**src/rtl/fifo_modport_pkg.sv**
```systemverilog
// Shared defaults and types for the single-clock parity-protected FIFO.
// The occupancy type counts 0..DEPTH inclusive, hence one extra bit.
package fifo_modport_pkg;

   localparam int DATA_WIDTH_DEF      = 32;
   localparam int ADDR_WIDTH_DEF      = 6;
   localparam int ALMOST_EMPTY_TH_DEF = 4;
   localparam int DEPTH               = 2 ** ADDR_WIDTH_DEF;

   typedef logic [ADDR_WIDTH_DEF:0] occ_t;

endpackage

```
**src/rtl/fifo_mem.sv**
```systemverilog
// FIFO storage: each word carries its data plus one stored parity bit in the MSB.
// Synchronous write, combinational read; contents are never reset.
module fifo_mem
   import fifo_modport_pkg::*;
#(
   parameter int DATA_WIDTH = DATA_WIDTH_DEF,
   parameter int ADDR_WIDTH = ADDR_WIDTH_DEF
) (
   input  logic                  clk,
   input  logic                  wr_en_i,
   input  logic [ADDR_WIDTH-1:0] wr_addr_i,
   input  logic [DATA_WIDTH:0]   wr_data_i,
   input  logic [ADDR_WIDTH-1:0] rd_addr_i,
   output logic [DATA_WIDTH:0]   rd_data_o
);

   logic [DATA_WIDTH:0] storage [2**ADDR_WIDTH];

   always_ff @(posedge clk) begin
      if (wr_en_i) begin
         storage[wr_addr_i] <= wr_data_i;
      end
   end

   assign rd_data_o = storage[rd_addr_i];

endmodule

```
**src/rtl/fifo_modport.sv**
```systemverilog
// Single-clock FIFO with per-entry even parity, error injection, a gated read
// side, and registered status flags derived from next-state pointers.
module fifo_modport
   import fifo_modport_pkg::*;
#(
   parameter int DATA_WIDTH      = DATA_WIDTH_DEF,
   parameter int ADDR_WIDTH      = ADDR_WIDTH_DEF,
   parameter int ALMOST_EMPTY_TH = ALMOST_EMPTY_TH_DEF
) (
   input  logic                  rd_clk,
   input  logic                  rd_rst_n,
   input  logic                  wr_en,
   input  logic [DATA_WIDTH-1:0] wr_data,
   input  logic                  parity_inj,
   input  logic                  rd_en,
   input  logic                  rd_clk_en,
   output logic [DATA_WIDTH-1:0] rd_data,
   output logic                  empty,
   output logic                  almost_empty,
   output logic                  full,
   output logic                  underflow_err,
   output logic                  overflow_err,
   output logic                  parity_err,
   output logic [ADDR_WIDTH:0]   rd_occupancy
);

   localparam logic [ADDR_WIDTH:0] DepthCount    = {1'b1, {ADDR_WIDTH{1'b0}}};
   localparam logic [ADDR_WIDTH:0] AlmostEmptyTh = (ADDR_WIDTH+1)'(ALMOST_EMPTY_TH);

   logic [ADDR_WIDTH:0]   wr_ptr_q, wr_ptr_d;
   logic [ADDR_WIDTH:0]   rd_ptr_q, rd_ptr_d;
   logic [ADDR_WIDTH:0]   occ_q, occ_d;
   logic [DATA_WIDTH-1:0] rd_data_q;
   logic                  empty_q, almost_empty_q, full_q;
   logic                  underflow_q, overflow_q, parity_err_q;

   logic                  wrAccept, rdRequest, rdAccept;
   logic [DATA_WIDTH:0]   memWrWord, memRdWord;
   logic                  parityMismatch;

   // Acceptance uses the registered flags, so a read in the same cycle
   // never frees a slot for a write while full.
   always_comb begin
      wrAccept       = wr_en && !full_q;
      rdRequest      = rd_en && rd_clk_en;
      rdAccept       = rdRequest && !empty_q;
      wr_ptr_d       = wr_ptr_q + {{ADDR_WIDTH{1'b0}}, wrAccept};
      rd_ptr_d       = rd_ptr_q + {{ADDR_WIDTH{1'b0}}, rdAccept};
      occ_d          = wr_ptr_d - rd_ptr_d;
      memWrWord      = {(^wr_data) ^ parity_inj, wr_data};
      parityMismatch = (^memRdWord[DATA_WIDTH-1:0]) != memRdWord[DATA_WIDTH];
   end

   fifo_mem #(
      .DATA_WIDTH (DATA_WIDTH),
      .ADDR_WIDTH (ADDR_WIDTH)
   ) u_mem (
      .clk       (rd_clk),
      .wr_en_i   (wrAccept),
      .wr_addr_i (wr_ptr_q[ADDR_WIDTH-1:0]),
      .wr_data_i (memWrWord),
      .rd_addr_i (rd_ptr_q[ADDR_WIDTH-1:0]),
      .rd_data_o (memRdWord)
   );

   always_ff @(posedge rd_clk or negedge rd_rst_n) begin
      if (!rd_rst_n) begin
         wr_ptr_q       <= '0;
         rd_ptr_q       <= '0;
         occ_q          <= '0;
         rd_data_q      <= '0;
         empty_q        <= 1'b1;
         almost_empty_q <= 1'b1;
         full_q         <= 1'b0;
         underflow_q    <= 1'b0;
         overflow_q     <= 1'b0;
         parity_err_q   <= 1'b0;
      end else begin
         wr_ptr_q       <= wr_ptr_d;
         rd_ptr_q       <= rd_ptr_d;
         occ_q          <= occ_d;
         empty_q        <= (occ_d == '0);
         almost_empty_q <= (occ_d <= AlmostEmptyTh);
         full_q         <= (occ_d == DepthCount);
         underflow_q    <= rdRequest && empty_q;
         overflow_q     <= wr_en && full_q;
         parity_err_q   <= rdAccept && parityMismatch;
         if (rdAccept) begin
            rd_data_q <= memRdWord[DATA_WIDTH-1:0];
         end
      end
   end

   assign rd_data       = rd_data_q;
   assign empty         = empty_q;
   assign almost_empty  = almost_empty_q;
   assign full          = full_q;
   assign underflow_err = underflow_q;
   assign overflow_err  = overflow_q;
   assign parity_err    = parity_err_q;
   assign rd_occupancy  = occ_q;

endmodule

```
**config.mk**
```make
export PLATFORM = sky130hd
export DESIGN_NAME = fifo_modport
export DESIGN_NICKNAME = d
export VERILOG_FILES = /design/src/rtl/fifo_modport_pkg.sv /design/src/rtl/fifo_mem.sv /design/src/rtl/fifo_modport.sv
export SDC_FILE = /design/constraint.sdc
export NUM_CORES = 2
export LEC_CHECK = 0
export ABC_AREA = 0
export CAP_MARGIN = 0
export CORE_MARGIN = 2
export CORE_UTILIZATION = 50
export DETAILED_ROUTE_END_ITERATION = 10
export PLACE_DENSITY = 0.66
export SYNTH_ARGS = -nofsm -noshare
export SYNTH_HDL_FRONTEND = slang
export SYNTH_HIERARCHICAL = 1
export SYNTH_SLANG_ARGS = --single-unit
```
**constraint.sdc**
```tcl
create_clock -name rd_clk -period 5.35 [get_ports rd_clk]
set_input_delay 0.535 -clock rd_clk [delete_from_list [all_inputs] [get_ports rd_clk]]
set_output_delay 0.535 -clock rd_clk [all_outputs]
set_load 0.01 [all_outputs]
```
==> results_dict.tcl <==
set metrics [dict create \
    status "complete, no violations" \
    fill_cells 12070 \
    grt_pass1_wl_um 312600 \
    drv_cap 0 \
    syn_area_um2 83630 \
    fin_hold_ws_ns 0.01701 \
    grt_max_degree 69 \
    crit_fanout 22 \
    globalRouteTotalUtil_pct 26.15 \
    grt_busiest_layer "met2" \
    synth_seq_area_share_pct 77.60 \
    hold_violations 0 \
    synth_cell_types 66 \
    powerDensity_nw_per_um2 551.1 \
    initial_core_util_pct 50.18 \
    cpMostUsedCell "xnor2_1" \
    gp_congestion 0.8586 \
    fmax_mhz 220.9 \
    setup_violations 0 \
    area_growth_pct 14.35 \
    dieHeight_um 413.0 \
    drc 0 \
    dr.pass1.iters 6 \
    min_path_cells 1 \
    design.die.area_um2 170500 \
    syn_nets 3919 \
    min_from "wr_data[21]" \
    ctsHoldBuffers 1 \
    first_global_vias 41580 \
    placeableCoreArea_um2 166700 \
    min_to "u_mem/storage[6][21]" \
    synthArstFlopShare_pct 2.718 \
    synth_edf_count 2112 \
    critical-path-slowest-cell "dfrtp_4" \
    ios 83 \
    cts_max_level 4 \
    yosysWarnings 6 \
    routedWlPerCell_um 33.75 \
    post-route-period-util_pct 84.62 \
    drt_iter0_markers 6093 \
    vias_per_cell 6.428 \
    path_class "reg2reg" \
    ctsResizeCount 0 \
    cts.clk_slew.worst_paths_ns 0.06 \
    rrSetupSlack_ns 0.82 \
    setup.worst_path.end_class "flip-flop" \
    slew_violations 0 \
    arrival_ns 5.25 \
    drive_above_1_share_pct 26.83 \
    layout_common_cells "edfxtp_1, mux4_2, clkbuf_16" \
    grtUsageMet2_pct 40.63 \
    max_stage_delay_ns 0.83 \
    gr-total-overflow 0 \
    reg2reg_from "rd_ptr_q[0]" \
    post-cts-setup-buffer-count 0 \
    cts.sinks 2171 \
    nets 4231 \
    ys.flop_type "edfxtp_1" \
    antenna_found_initial 6 \
    synth_seq_cells 2171 \
    dpl.hpwl_um 128500 \
    routed_wl_um 221700 \
    path_buf_inv 3 \
    synthTopCellsByArea "edfxtp_1, mux4_2, dfrtp_1, mux2i_1, nand2_1" \
    cts_root_buf "clkbuf_16" \
    ant_nets 0 \
    r2r_cells 13 \
    vias 42230 \
    clock_path_buffers 3 \
    worstSkewPairLatency_ns 0.86 \
    critPathLaunchType "flip-flop" \
    synth.largest_area_cell "edfxtp_1" \
    grt_util_met1_pct 38.46 \
    relSlewSlack_pct 15.37 \
    leakagePower_uw 0.03033 \
    timing.rr.end "parity_err" \
    syn_inst 3871 \
    io_buffers 82 \
    crit_chain "buf_12 > buf_12 > buf_12 > mux4_2 > a22oi_1 > nand3_1 > o221a_1 > xnor2_1 > xnor2_1 > xnor2_1 > xnor3_1 > xnor2_1 > nor2_1" \
    irDropWorstVdd_v 0.0008713 \
    worst_pin_slew_ns 1.260 \
    rsz0062_at_grt "no" \
    grt_use_met3_pct 4.579 \
    die_width_um 413.0 \
    hold_path.class "in2reg" \
    final_common_cell "edfxtp_1" \
    synth_area_per_cell_um2 21.60 \
    synth_top_area_share_pct 75.83 \
    cts_made_buffers 214 \
    fin_worst_skew_ns 0.06056 \
    rows 150 \
    crit_required_ns 6.07 \
    critical_path.top_delay_family "XOR/XNOR gates" \
    cts_tree "yes" \
    period_minus_slack_ns 4.527 \
    setup_tns_ns 0 \
]
## kinds of logic after synthesis
group | count (synthesis) | share of synthesized area (%)
muxes | 588 | 14.30
buffers and inverters | 225 | 1.511
xor gates and xnor gates | 80 | 0.9321
adders and majority gates | 11 | 0.1721
AOI/OAI and AO/OA | 290 | 2.632
and+or+nand+nor | 506 | 2.847
DFF | 2171 | 77.60
## layout make-up
class                           instances  area [µm²]  area share, %
Multi-Input combinational cell       1475       18000          18.82
Clock inverter                        145        1657          1.732
Timing Repair Buffer                  306        2693          2.816
Antenna cell                            2       5.005       0.005233
Tap cell                             2204        2758          2.884
Clock buffer                          252        5548          5.801
Sequential cell                      2171       64920          67.88
Inverter                               15       56.30        0.05888
## synth_stat cells, drive strengths merged (13+ instances only)
cell type,count
mux2i,96
o221ai,47
o21ai,14
nand4,43
nor2b,25
nor2,79
nand2,204
and2,13
xor2,14
a21oi,17
and3,22
o22ai,59
clkbuf,87
inv,14
mux4,485
xnor2,63
buf,123
nand3,92
dfrtp,57
a211oi,30
a22oi,78
edfxtp,2112
## power breakdown
group | internal, µW | leakage, µW | switching [µW]
Sequential | 19800 | 0.0197 | 528
Combinational | 7320 | 0.00710 | 9850
Clock | 8760 | 0.00351 | 6480
## metrics by stage
stage | instance area [µm²] | power, µW | cells | utilization [%] | setup WS (ns)
floorplan | 83630 | 31500 | 3871 | - | 1.348
global placement | 88410 | 37670 | 6170 | 53.05 | 0.7751
detailed placement | 88410 | 37700 | 6170 | 53.05 | 0.8357
CTS | 95630 | 52850 | 6568 | 57.38 | 0.8327
global route | 95630 | 54470 | 6569 | 57.38 | 0.6661
finish | 95630 | 52710 | 6570 | 57.38 | 0.8228
## state kept, by name (all words and copies together) (netlist names)
signal,cells
empty,1
u_mem/storage,2112
overflow_err,1
full,1
underflow_err,1
almost_empty,1
rd_occupancy,7
rd_ptr_q,7
wr_ptr_q,7
rd_data,32
parity_err,1
## worst max path at each step
stage | start | end | slack, ns | depth (start not counted)
5_1_grt | rd_ptr_q[0] | parity_err | 0.67 | 11
2_1_floorplan | wr_en | u_mem/storage[48][0] | 1.35 | 4
6_report | rd_ptr_q[0] | parity_err | 0.82 | 13
3_5_place_dp | rd_ptr_q[0] | parity_err | 0.84 | 13
4_1_cts | rd_ptr_q[0] | parity_err | 0.83 | 13
3_3_place_gp | rd_ptr_q[0] | parity_err | 0.78 | 13
## metal layers
| layer | wire length, µm | vias up | part of all wire [%] |
|---|---|---|---|
| li1 | - | 16850 | - |
| met3 | 22100 | 312 | 10 |
| met2 | 104400 | 2431 | 47 |
| met4 | 6376 | 0 | 2.9 |
| met5 | 0 | - | 0 |
| met1 | 88810 | 22640 | 40 |
## worst register-to-register path, cell delays in order (launching register included)
cell and delay [ns]:
dfrtp_4 0.83, buf_12 0.29, buf_12 0.27, buf_12 0.18, mux4_2 0.51, a22oi_1 0.23, nand3_1 0.28, o221a_1 0.37
xnor2_1 0.39, xnor2_1 0.22, xnor2_1 0.23, xnor3_1 0.36, xnor2_1 0.16, nor2_1 0.06
(Power assumes the default switching activity.)
